## config.mk

```make
export PLATFORM = sky130hd
export DESIGN_NAME = hazard_fwd_ctrl_flat
export DESIGN_NICKNAME = d
export VERILOG_FILES = /design/src/rtl/cpu_pipe_pkg.sv /design/src/rtl/hazard_fwd_ctrl_if.sv /design/src/rtl/hz_slot_match.sv /design/src/rtl/hazard_fwd_ctrl.sv /design/src/flat_wrapper.sv
export SDC_FILE = /design/constraint.sdc
export NUM_CORES = 1
export LEC_CHECK = 0
export CORE_UTILIZATION = 51
export CTS_CLUSTER_SIZE = 24
export DETAILED_ROUTE_END_ITERATION = 8
export MAX_ROUTING_LAYER = met4
export PLACE_DENSITY_LB_ADDON = 0.1
export SLEW_MARGIN = 20
export SYNTH_ARGS = -nofsm -noshare
export SYNTH_HDL_FRONTEND = slang
export SYNTH_SLANG_ARGS = --single-unit
```

## constraint.sdc

```tcl
create_clock -name clk -period 6.14 [get_ports clk]
set_input_delay 0.921 -clock clk [delete_from_list [all_inputs] [get_ports clk]]
set_output_delay 0.921 -clock clk [all_outputs]
set_load 0.01 [all_outputs]
```

## src/rtl/cpu_pipe_pkg.sv

```systemverilog
// Shared pipeline types and constants for the hazard/forwarding controller.
// Forward select codes, register-zero index and the shadow slot record.
package cpu_pipe_pkg;

    localparam int unsigned RegW = 5;

    localparam logic [1:0] FWD_RF    = 2'b00;
    localparam logic [1:0] FWD_EXMEM = 2'b01;
    localparam logic [1:0] FWD_MEMWB = 2'b10;

    localparam logic [RegW-1:0] REG_ZERO = 5'd0;

    typedef struct packed {
        logic            valid;
        logic [RegW-1:0] dest;
        logic            we;
        logic            is_load;
    } hz_slot_t;

    // Youngest producer wins: EX slot over MEM slot.
    function automatic logic [1:0] fwd_sel(input logic ex_hit, input logic mem_hit);
        if (ex_hit) begin
            return FWD_EXMEM;
        end else if (mem_hit) begin
            return FWD_MEMWB;
        end
        return FWD_RF;
    endfunction

endpackage

```

## src/rtl/hazard_fwd_ctrl_if.sv

```systemverilog
// ID-stage request and hazard/forwarding control bundle.
// id_byp_a/id_byp_b exist only when HZ_RF_BYPASS_EN is defined.
interface hazard_fwd_ctrl_if #(
    parameter int unsigned REG_W = 5,
    parameter int unsigned CNT_W = 16
) ();

    logic             id_valid;
    logic [REG_W-1:0] id_rs;
    logic [REG_W-1:0] id_rt;
    logic             id_use_rs;
    logic             id_use_rt;
    logic [REG_W-1:0] id_dest;
    logic             id_reg_we;
    logic             id_is_load;
    logic             ex_flush;

    logic             pc_wr_en;
    logic             ifid_wr_en;
    logic             ifid_flush;
    logic             idex_bubble;
    logic [1:0]       ex_fwd_a_sel;
    logic [1:0]       ex_fwd_b_sel;
`ifdef HZ_RF_BYPASS_EN
    logic             id_byp_a;
    logic             id_byp_b;
`endif
    logic [CNT_W-1:0] stall_cnt;

    modport master (
        output id_valid, id_rs, id_rt, id_use_rs, id_use_rt, id_dest, id_reg_we, id_is_load,
        output ex_flush,
        input  pc_wr_en, ifid_wr_en, ifid_flush, idex_bubble, ex_fwd_a_sel, ex_fwd_b_sel,
`ifdef HZ_RF_BYPASS_EN
        input  id_byp_a, id_byp_b,
`endif
        input  stall_cnt
    );

    modport slave (
        input  id_valid, id_rs, id_rt, id_use_rs, id_use_rt, id_dest, id_reg_we, id_is_load,
        input  ex_flush,
        output pc_wr_en, ifid_wr_en, ifid_flush, idex_bubble, ex_fwd_a_sel, ex_fwd_b_sel,
`ifdef HZ_RF_BYPASS_EN
        output id_byp_a, id_byp_b,
`endif
        output stall_cnt
    );

endinterface

```

## src/rtl/hz_slot_match.sv

```systemverilog
// Hit detection of one shadow pipeline slot against one ID source register.
module hz_slot_match
    import cpu_pipe_pkg::*;
#(
    parameter int unsigned REG_W = RegW
) (
    input  logic             valid_i,
    input  logic             we_i,
    input  logic [REG_W-1:0] dest_i,
    input  logic [REG_W-1:0] src_i,
    input  logic             use_i,
    output logic             hit_o
);

    assign hit_o = valid_i & we_i & use_i & (dest_i == src_i) & (src_i != REG_ZERO);

endmodule

```

## src/rtl/hazard_fwd_ctrl.sv

```systemverilog
// Hazard/forwarding controller for the 5-stage pipeline: shadow EX/MEM/WB slots,
// load-use stall, EX operand forward selects. HZ_RF_BYPASS_EN enables the ID RF bypass.
module hazard_fwd_ctrl
    import cpu_pipe_pkg::*;
#(
    parameter int unsigned REG_W = RegW,
    parameter int unsigned CNT_W = 16
) (
    input logic              clk,
    input logic              rst,
    hazard_fwd_ctrl_if.slave hz
);

    localparam logic [CNT_W-1:0] CntOne = {{(CNT_W-1){1'b0}}, 1'b1};

    hz_slot_t         ex_q, mem_q, wb_q, ex_d;
    hz_slot_t [2:0]   slots;
    logic [1:0]       fwd_a_q, fwd_a_d, fwd_b_q, fwd_b_d;
    logic [CNT_W-1:0] cnt_q, cnt_d;
    logic [2:0]       hit_a, hit_b;
    logic             use_rs, use_rt;
    logic             load_use, wb_stall, stall, kill;
    logic             unused_load_bits;

    assign slots  = {wb_q, mem_q, ex_q};
    assign use_rs = hz.id_valid & hz.id_use_rs;
    assign use_rt = hz.id_valid & hz.id_use_rt;

    // Index 0 = EX, 1 = MEM, 2 = WB.
    for (genvar g = 0; g < 3; g++) begin : g_slot
        hz_slot_match #(.REG_W(REG_W)) u_match_a (
            .valid_i (slots[g].valid),
            .we_i    (slots[g].we),
            .dest_i  (slots[g].dest),
            .src_i   (hz.id_rs),
            .use_i   (use_rs),
            .hit_o   (hit_a[g])
        );
        hz_slot_match #(.REG_W(REG_W)) u_match_b (
            .valid_i (slots[g].valid),
            .we_i    (slots[g].we),
            .dest_i  (slots[g].dest),
            .src_i   (hz.id_rt),
            .use_i   (use_rt),
            .hit_o   (hit_b[g])
        );
    end

    assign unused_load_bits = mem_q.is_load ^ wb_q.is_load;

    always_comb begin
        load_use = (hit_a[0] | hit_b[0]) & ex_q.is_load;
`ifdef HZ_RF_BYPASS_EN
        wb_stall = 1'b0;
`else
        // Without the RF bypass, wait one cycle for the WB write to land.
        wb_stall = (hit_a[2] & ~hit_a[1] & ~hit_a[0]) | (hit_b[2] & ~hit_b[1] & ~hit_b[0]);
`endif
        stall = (load_use | wb_stall) & ~hz.ex_flush;
        kill  = stall | hz.ex_flush;
    end

    always_comb begin
        ex_d    = '0;
        fwd_a_d = FWD_RF;
        fwd_b_d = FWD_RF;
        cnt_d   = cnt_q;
        if (!kill) begin
            fwd_a_d = fwd_sel(hit_a[0], hit_a[1]);
            fwd_b_d = fwd_sel(hit_b[0], hit_b[1]);
            if (hz.id_valid) begin
                ex_d = '{valid: 1'b1, dest: hz.id_dest, we: hz.id_reg_we,
                         is_load: hz.id_is_load};
            end
        end
        if (stall && (cnt_q != '1)) begin
            cnt_d = cnt_q + CntOne;
        end
    end

    always_ff @(posedge clk or posedge rst) begin
        if (rst) begin
            ex_q    <= '0;
            mem_q   <= '0;
            wb_q    <= '0;
            fwd_a_q <= FWD_RF;
            fwd_b_q <= FWD_RF;
            cnt_q   <= '0;
        end else begin
            ex_q    <= ex_d;
            mem_q   <= ex_q;
            wb_q    <= mem_q;
            fwd_a_q <= fwd_a_d;
            fwd_b_q <= fwd_b_d;
            cnt_q   <= cnt_d;
        end
    end

    assign hz.pc_wr_en     = ~stall;
    assign hz.ifid_wr_en   = ~stall;
    assign hz.ifid_flush   = hz.ex_flush;
    assign hz.idex_bubble  = kill;
    assign hz.ex_fwd_a_sel = fwd_a_q;
    assign hz.ex_fwd_b_sel = fwd_b_q;
    assign hz.stall_cnt    = cnt_q;
`ifdef HZ_RF_BYPASS_EN
    assign hz.id_byp_a     = hit_a[2];
    assign hz.id_byp_b     = hit_b[2];
`endif

endmodule

```

## src/flat_wrapper.sv

```systemverilog
// flat-port wrapper written by rule: the top's interface ports become plain ports
module hazard_fwd_ctrl_flat import cpu_pipe_pkg::*;
#(
    parameter int unsigned REG_W = RegW,
    parameter int unsigned CNT_W = 16
)
  (clk, rst, hz_id_valid, hz_id_rs, hz_id_rt, hz_id_use_rs, hz_id_use_rt, hz_id_dest, hz_id_reg_we, hz_id_is_load, hz_ex_flush, hz_pc_wr_en, hz_ifid_wr_en, hz_ifid_flush, hz_idex_bubble, hz_ex_fwd_a_sel, hz_ex_fwd_b_sel, hz_stall_cnt);
  hazard_fwd_ctrl_if #(.REG_W(REG_W), .CNT_W(CNT_W)) hz_i ();
  input logic clk;
  input logic rst;
  input wire logic [$bits(hz_i.id_valid)-1:0] hz_id_valid;
  input wire logic [$bits(hz_i.id_rs)-1:0] hz_id_rs;
  input wire logic [$bits(hz_i.id_rt)-1:0] hz_id_rt;
  input wire logic [$bits(hz_i.id_use_rs)-1:0] hz_id_use_rs;
  input wire logic [$bits(hz_i.id_use_rt)-1:0] hz_id_use_rt;
  input wire logic [$bits(hz_i.id_dest)-1:0] hz_id_dest;
  input wire logic [$bits(hz_i.id_reg_we)-1:0] hz_id_reg_we;
  input wire logic [$bits(hz_i.id_is_load)-1:0] hz_id_is_load;
  input wire logic [$bits(hz_i.ex_flush)-1:0] hz_ex_flush;
  output wire logic [$bits(hz_i.pc_wr_en)-1:0] hz_pc_wr_en;
  output wire logic [$bits(hz_i.ifid_wr_en)-1:0] hz_ifid_wr_en;
  output wire logic [$bits(hz_i.ifid_flush)-1:0] hz_ifid_flush;
  output wire logic [$bits(hz_i.idex_bubble)-1:0] hz_idex_bubble;
  output wire logic [$bits(hz_i.ex_fwd_a_sel)-1:0] hz_ex_fwd_a_sel;
  output wire logic [$bits(hz_i.ex_fwd_b_sel)-1:0] hz_ex_fwd_b_sel;
  output wire logic [$bits(hz_i.stall_cnt)-1:0] hz_stall_cnt;
  assign hz_i.id_valid = hz_id_valid;
  assign hz_i.id_rs = hz_id_rs;
  assign hz_i.id_rt = hz_id_rt;
  assign hz_i.id_use_rs = hz_id_use_rs;
  assign hz_i.id_use_rt = hz_id_use_rt;
  assign hz_i.id_dest = hz_id_dest;
  assign hz_i.id_reg_we = hz_id_reg_we;
  assign hz_i.id_is_load = hz_id_is_load;
  assign hz_i.ex_flush = hz_ex_flush;
  assign hz_pc_wr_en = hz_i.pc_wr_en;
  assign hz_ifid_wr_en = hz_i.ifid_wr_en;
  assign hz_ifid_flush = hz_i.ifid_flush;
  assign hz_idex_bubble = hz_i.idex_bubble;
  assign hz_ex_fwd_a_sel = hz_i.ex_fwd_a_sel;
  assign hz_ex_fwd_b_sel = hz_i.ex_fwd_b_sel;
  assign hz_stall_cnt = hz_i.stall_cnt;
  hazard_fwd_ctrl #(.REG_W(REG_W), .CNT_W(CNT_W)) u_core (.clk(clk), .rst(rst), .hz(hz_i));
endmodule
```

* Word-level counts from Yosys, hierarchy flattened
Index checks and enable logic that the tools add are counted.
Operators by class: add/sub/neg operators 1, equality and inequality tests 7, muxes and demuxes 16, bitwise operators 39, reduce and logical (&&, ||, !) cells 3
Operator list (count):
- $eq A5 B5 Y1 | 6
- $and A1 B1 Y1 | 29
- $add A16 B1 Y16 const B | 1
- $mux W2 | 8
- $mux W8 | 2
- $ne A16 B16 Y1 const B | 1
- $reduce_bool A5 Y1 | 2
- $mux W1 | 6
- $not A1 Y1 | 6
- $or A1 B1 Y1 | 4
- $logic_and A1 B1 Y1 | 1
Storage, ports and cells: flip-flop bits (word level) 42, input port bits 23, output and inout bits 24, word-level logic and storage cells 79

* Logic depth before layout (Yosys ltp)
depth after elaboration 14, depth in mapped cells 8, mapped depth without buffers 7

* Cells and area by module
A second synthesis with hierarchy kept.
Second synthesis, totals: cells, all modules 180, area total of the unflattened synthesis 2019.4 sq um
By module, submodules not included:
- hazard_fwd_ctrl | times used 1, cells each 120, area an instance 1599.0 sq um, seq. area each 1051.0 sq um
- hz_slot_match | times used 6, cells each 10, area an instance 70.1 sq um, seq. area each 0.0 sq um

* Worst setup path before layout
Ideal clock, no wire load.
kind input to output, from input hz_id_rs[1], to output hz_pc_wr_en, arrival time 2.679 ns, data required time 5.219 ns, slack 2.540 ns, stages on the path 8, path buffers 2, cell sequence or4_4 > o211ai_4 > nor2_2 > a22o_1 > nor3_2 > buf_4 > or2_2 > buf_4
Between the ends: cells in the longest elaborated chain, start to end 10, elaborated cells on any way between the ends 20, those cells by class eq/ne: 3; bitwise: 16; reduce/logical: 1
Ends and longest elaborated chain:
- from (decl) | line flat_wrapper.sv:12 | input wire logic [$bits(hz_i.id_rs)-1:0] hz_id_rs;
- $eq A5 B5 Y1 | line hz_slot_match.sv:15 | assign hit_o = valid_i & we_i & use_i & (dest_i == src_i) & (src_i != REG_ZERO);
- $and A1 B1 Y1 (2 in a row) | line hz_slot_match.sv:15
- $not A1 Y1 | line hazard_fwd_ctrl.sv:57 | wb_stall = (hit_a[2] & ~hit_a[1] & ~hit_a[0]) | (hit_b[2] & ~hit_b[1] & ~hit_b[0]);
- $and A1 B1 Y1 (2 in a row) | line hazard_fwd_ctrl.sv:57
- $or A1 B1 Y1 | line hazard_fwd_ctrl.sv:57
- $or A1 B1 Y1 (*) | line hazard_fwd_ctrl.sv:59 | stall = (load_use | wb_stall) & ~hz.ex_flush;
- $and A1 B1 Y1 (*) | line hazard_fwd_ctrl.sv:59
- $not A1 Y1 (*)
- to (decl) | line flat_wrapper.sv:20 | output wire logic [$bits(hz_i.pc_wr_en)-1:0] hz_pc_wr_en;
Mark *: on every way between the ends. The rest lies on a longest branch, timed or not.

* Worst setup path in the final report
from input hz_id_rs[1], to output hz_pc_wr_en
Between the ends: cells in the longest elaborated chain, start to end 10, elaborated cells on any way between the ends 20, those cells by class eq/ne: 3; bitwise: 16; reduce/logical: 1
Ends and longest elaborated chain:
- $eq A5 B5 Y1 | line hz_slot_match.sv:15
- $and A1 B1 Y1 (2 in a row) | line hz_slot_match.sv:15
- $not A1 Y1 | line hazard_fwd_ctrl.sv:57
- $and A1 B1 Y1 (2 in a row) | line hazard_fwd_ctrl.sv:57
- $or A1 B1 Y1 | line hazard_fwd_ctrl.sv:57
- $or A1 B1 Y1 (*) | line hazard_fwd_ctrl.sv:59
- $and A1 B1 Y1 (*) | line hazard_fwd_ctrl.sv:59
- $not A1 Y1 (*) | line hazard_fwd_ctrl.sv:99 | assign hz.pc_wr_en = ~stall;
Marked as above.

==> flow_summary.yaml <==
clock_tree:
  cts_buffer_depth: 2
  ctsHoldBuffers: 0
  tritoncts: "done"
  cts_setup_buffers: 0
  path_clk_slew_ns: 0.08
  root_buffer: "clkbuf_8"
  htree_levels: 2
  cts_made_buffers: 5
  clk_latency_ns: 0.29
  cts.repair.resized: 0
  cts_num_sinks: 42
timing:
  slew_violations: 0
  rsz0062_at_grt: "no"
  max_freq_ghz: 0.203
  period_needed_ns: 4.92
  final.setup.tns_ns: 0
  tightest_slew_ns: 0.884
  final.setup_skew_ns: 0.00938
  slew_headroom: 0.407
  post-route-period-util: 0.801
  timing_hold_violations_final: 0
  setup_viol: 0
yosys:
  ys_warn_count: 0
  synthCells: 178
  syn_avg_cell_area_um2: 11.4
  ys_top_cells_by_area: "dfrtp_1 (52%), xor2_1 (12%), xnor2_1 (5.6%)"
  yosys.area.top_type: "dfrtp_1"
  synthesis.nets: 202
  yosysUniqueCellTypes: 35
  synth_ff_type: "dfrtp_1"
  yosysSeqAreaShare: 0.517
  syn_area_um2: 2030
  ys_ff_latch: 42
  async_reset_ff_frac: 1.00
  synth_edf_count: 0
  synth_top_cell_area_share: 0.517
pwr:
  power.share.sequential: 0.550
  combPwrFrac: 0.098
  switching_share: 0.240
  internal-power_mw: 0.400
  max-vdd-ir-drop_uv: 152
  power_frac_clock: 0.352
  p_switching_mw: 0.126
  totalPowerFinal_mw: 0.526
  leakagePower_nw: 1.17
  power.density_nw_per_um2: 200
setup_path:
  regToRegEndpoint: "u_core.hz.stall_cnt[1]$_DFFE_PP0P_"
  slowest_stage: "nor3_2"
  cp_data_required_time_ns: 5.22
  reg2reg_depth: 7
  path_common_cell: "clkdlybuf4s50_1"
  cp-start-kind: "input pin"
  critPathMaxFanout: 16
  crit_family: "simple AND/OR/NAND/NOR gates"
  reg2reg_from: "u_core.ex_q[6]$_DFF_PP0_"
  critical-path-max-stage-delay_ns: 0.67
  end_kind: "primary output"
  ff2ff_setup_slack_ns: 3.27
  worstPathArrival_ns: 4.00
  cp_num_buf_inv: 2
  path_cells: "clkdlybuf4s50_1 -> or4_4 -> o211ai_4 -> nor2_2 -> a22o_1 -> nor3_2 -> or2_2 -> clkdlybuf4s50_1"
  critPathKind: "in -> out"
cells_and_area:
  area_growth_pct: 29.3
  layout_commonest_cell: "clkdlybuf4s50_1"
  drive_above_1_share: 0.0917
  diodes: 0
  nets: 252
  final_cell_mix: "clkdlybuf4s50_1 (46), dfrtp_1 (42), xor2_1 (29), xnor2_1 (13), nor4_1 (11)"
detailed_routing:
  wl_per_cell_um: 15.5
  wl_um: 4280
  via_per_inst: 5.56
  drtIter0Drc: 109
  vias: 1541
  dr.pass1.iters: 4
  post-route-drc-count: 0
  ant_nets: 0
flow_run:
  cap_violations: 0
floorplan:
  placementRows: 22
  initial_core_util: 0.543
  fp.coreArea_um2: 3740
  die_x_um: 65.2
  die-area_um2: 4250
  die_h_um: 65.2
  io_pins: 47
place:
  hpwl_um: 3310
  gp_congestion: 0.905
  port_buffers: 46
global_routing:
  antenna_found_initial: 0
  track_usage: 0.233
  grt-ovfl-total: 0
  grt_pass1_wl_um: 7200
  grt_max_degree: 43
  grt_pass1_vias: 1545
worst_hold_path:
  holdCritStartpoint: "u_core.ex_q[7]$_DFF_PP0_"
  whs_path_depth: 0
  min_to: "u_core.mem_q[7]$_DFF_PP0_"
  min_path_type: "reg -> reg"
status:
  status: "completed"
how the worst max path moves through the flow:
stage           startpoint       endpoint  slack, ns  cells past startpoint
2_1_floorplan  hz_id_rs[1]    hz_pc_wr_en       2.54                      8
3_3_place_gp   hz_id_rs[1]  hz_ifid_wr_en       1.33                      8
3_5_place_dp   hz_id_rs[1]    hz_pc_wr_en       1.24                      8
4_1_cts        hz_id_rs[1]    hz_pc_wr_en       1.21                      8
5_1_grt        hz_id_rs[1]    hz_pc_wr_en       1.07                      8
6_report       hz_id_rs[1]    hz_pc_wr_en       1.22                      8
power groups by stage:
stage                     sequential (mW)  clock [mW]  combinational (mW)
after floorplan                     0.292           0              0.0254
after global placement              0.294           0              0.0508
after detailed placement            0.294           0              0.0521
after CTS                           0.289       0.190              0.0522
after global routing                0.290       0.205              0.0567
final                               0.289       0.185              0.0516
metrics by stage:
| stage | instance area [µm²] | instances | utilization | hold WS [ns] | worst slack [ns] |
|---|---|---|---|---|---|
| floorplan | 2030 | 178 | - | 0.354 | 2.54 |
| global placement | 2540 | 269 | 0.677 | 0.362 | 1.33 |
| detailed placement | 2540 | 269 | 0.677 | 0.366 | 1.24 |
| CTS | 2630 | 277 | 0.703 | 0.385 | 1.21 |
| global route | 2630 | 277 | 0.703 | 0.397 | 1.07 |
| finish | 2630 | 277 | 0.703 | 0.380 | 1.22 |
metal layers:
layer | up-vias | routed length [µm] | global-route usage
met5 | - | 0 | -
met4 | 0 | 31 | 0.0625
met3 | 6 | 235 | 0.0521
met2 | 64 | 2090 | 0.362
met1 | 748 | 1930 | 0.308
li1 | 723 | - | -
cells in the mapped netlist, drive strengths merged (4+ instances only):
library cell,count
nor2,9
nor4,11
xnor2,13
nand3,6
and2,7
nand4,8
nor3,10
mux2,4
nand2,6
inv,7
dfrtp,42
xor2,29
sequential cells by signal (all words and copies together), names as in the netlist:
name	flops
u_core.hz.ex_fwd_a_sel	2
u_core.ex_q	8
u_core.slots	7
u_core.hz.stall_cnt	16
u_core.hz.ex_fwd_b_sel	2
u_core.mem_q	7
kinds of logic (layout without fill, tap and decap cells):
family / Yosys count / after routing / share of synthesized area
AO/OA/AOI/OAI: 4 / 4 / 0.0228
buffers and inverters: 11 / 62 / 0.0258
XOR/XNOR: 42 / 42 / 0.181
flip-flops: 42 / 42 / 0.517
AND/OR/NAND/NOR: 74 / 74 / 0.226
adder cells (fa/ha/maj): 1 / 1 / 0.00615
multiplexers: 4 / 4 / 0.0221
worst reg2reg max path: stages, from the launching register on:
cell	delay [ns]
dfrtp_1	0.42
xor2_1	0.17
nor4_1	0.45
a211oi_1	0.17
and3_1	0.20
nor3_2	0.74
or3_1	0.28
mux2_2	0.34
layout make-up:
class,count,area [µm²]
clock buffers,6,82.6
clock inverters,2,12.5
fillers,286,1110
inverters,7,26.3
multi-input cells,125,931
flip-flops and latches,42,1050
well taps,48,60.1
repair buffers,47,468
Power figures use the tool's default switching activity.
==> patch (same flow settings) <==
`CNT_W` is set to 16 in 3 places; all go to 32.
--- a/src/rtl/hazard_fwd_ctrl_if.sv
+++ b/src/rtl/hazard_fwd_ctrl_if.sv
@@ -4,3 +4,3 @@
     parameter int unsigned REG_W = 5,
-    parameter int unsigned CNT_W = 16
+    parameter int unsigned CNT_W = 32
 ) ();
--- a/src/rtl/hazard_fwd_ctrl.sv
+++ b/src/rtl/hazard_fwd_ctrl.sv
@@ -6,3 +6,3 @@
     parameter int unsigned REG_W = RegW,
-    parameter int unsigned CNT_W = 16
+    parameter int unsigned CNT_W = 32
 ) (
--- a/src/flat_wrapper.sv
+++ b/src/flat_wrapper.sv
@@ -4,3 +4,3 @@
     parameter int unsigned REG_W = RegW,
-    parameter int unsigned CNT_W = 16
+    parameter int unsigned CNT_W = 32
 )
Interface: changed (resized hz_stall_cnt); port bits go from 47 to 63. No check against the original RTL was run, so the function may have changed too.
==> patch against the original RTL <==
Sequential cell count grew 16; area after synthesis grew 39%; sequential share of layout area shrank 0.55 points; setup slack gained 0.51 ns; routed wire length grew 37%; critical path type unchanged; design area grew 40%; total power grew 46%; largest cell class unchanged; clock power grew 74%.
==> patch: results <==
group,metric,value,unit
synthesis,yosys.area_share.adder,0.444,%
routing,drt_iter0_markers,76,
worst_setup_path,slowest_delay,0.55,ns
worst_setup_path,critPathTopFamily,"buffers and inverters",
min_path,hold_path_end,"u_core.slots[17]$_DFF_PP0_",
run_status,status,"finished clean",
grt,grt_pass1_wl,9830,microns
placement,post-place-ws,1.74,ns
placement,hpwl,4150,microns
synthesis,yosysUniqueCellTypes,39,
cells_and_area,fin_nets,334,
routing,vias,2098,
routing,wl_per_cell,15.2,microns
timing,whs,0.413,ns
timing,fmax,227,MHz
synthesis,synth-compound-area-share,3.95,%
worst_setup_path,cp.arrival,3.49,ns
cells_and_area,drive_above_1_share,9.84,%
worst_setup_path,reg2reg_depth,6,
synthesis,synthXorXnorAreaFrac,18.6,%
timing,clock_skew,0.00752,ns
placement,io_buffers,62,
grt,track_usage,23.1,%
worst_setup_path,ff2ff_setup_slack,3.55,ns
worst_setup_path,critPathCapture,"hz_ifid_wr_en",
worst_setup_path,crit_path_start,"hz_id_rt[0]",
synthesis,synth-seq-area-share,51.5,%
timing,slew_headroom,39.2,%
placement,place_inst,369,
placement,dpl_cell_area,3500,sq um
synthesis,synth_commonest_cells,"58 x dfrtp_1, 49 x xnor2_1, 21 x nand4_1, 16 x nand3_1",
worst_setup_path,critPathMaxFanout,7,
clocking,numCtsBuffers,9,
min_path,min_from,"u_core.mem_q[1]$_DFF_PP0_",
clocking,clk_pin_slew,0.06,ns
clocking,clock_latency,0.33,ns
pwr,leakage,1.51,nW
synthesis,syn-num-nets,265,
synthesis,syn_avg_cell_area,11.7,sq um
pwr,ir_worst_vdd,156,uV
synthesis,ys_top_cells_by_area,"dfrtp_1 51%, xnor2_1 15%, nand4_1 4.7%, xor2_1 3.4%, nand3_1 2.8%",
cells_and_area,largest_reg_flops,32,
placement,finalWeightedCongestion,0.893,
grt,grt_max_degree,59,
patch: changes by cell type in the layout (fill, tap and decap cells not counted), moves of 8 or more:
cell	unedited run	this run
xnor2_1	13	49
xor2_1	29	11
clkdlybuf4s50_1	46	62
dfrtp_1	42	58
nand4_1	8	21
nand3_1	6	16
and3_1	1	10
nor4_1	11	3
patch: layout make-up:
class,count,area (sq um)
clock inverter,2,10.0
inverter,2,7.51
multi-input combinational,176,1330
sequential,58,1450
clock buffer,14,173
fill,404,1520
timing repair buffer,63,628
tap,70,87.6
patch: layer usage:
layer | up-vias | share of wire (%) | global-route usage (%)
li1 | 991 | - | -
met1 | 1020 | 45 | 28.2
met2 | 81 | 48 | 34.8
met3 | 6 | 5.4 | 7.07
met4 | 0 | 1.2 | 11.2
met5 | - | 0 | -
patch: power by group:
part	switching (mW)	total, mW	internal [mW]
registers	0.00613	0.394	0.388
logic	0.0249	0.0531	0.0282
clock network	0.143	0.322	0.179
total	0.174	0.769	0.595
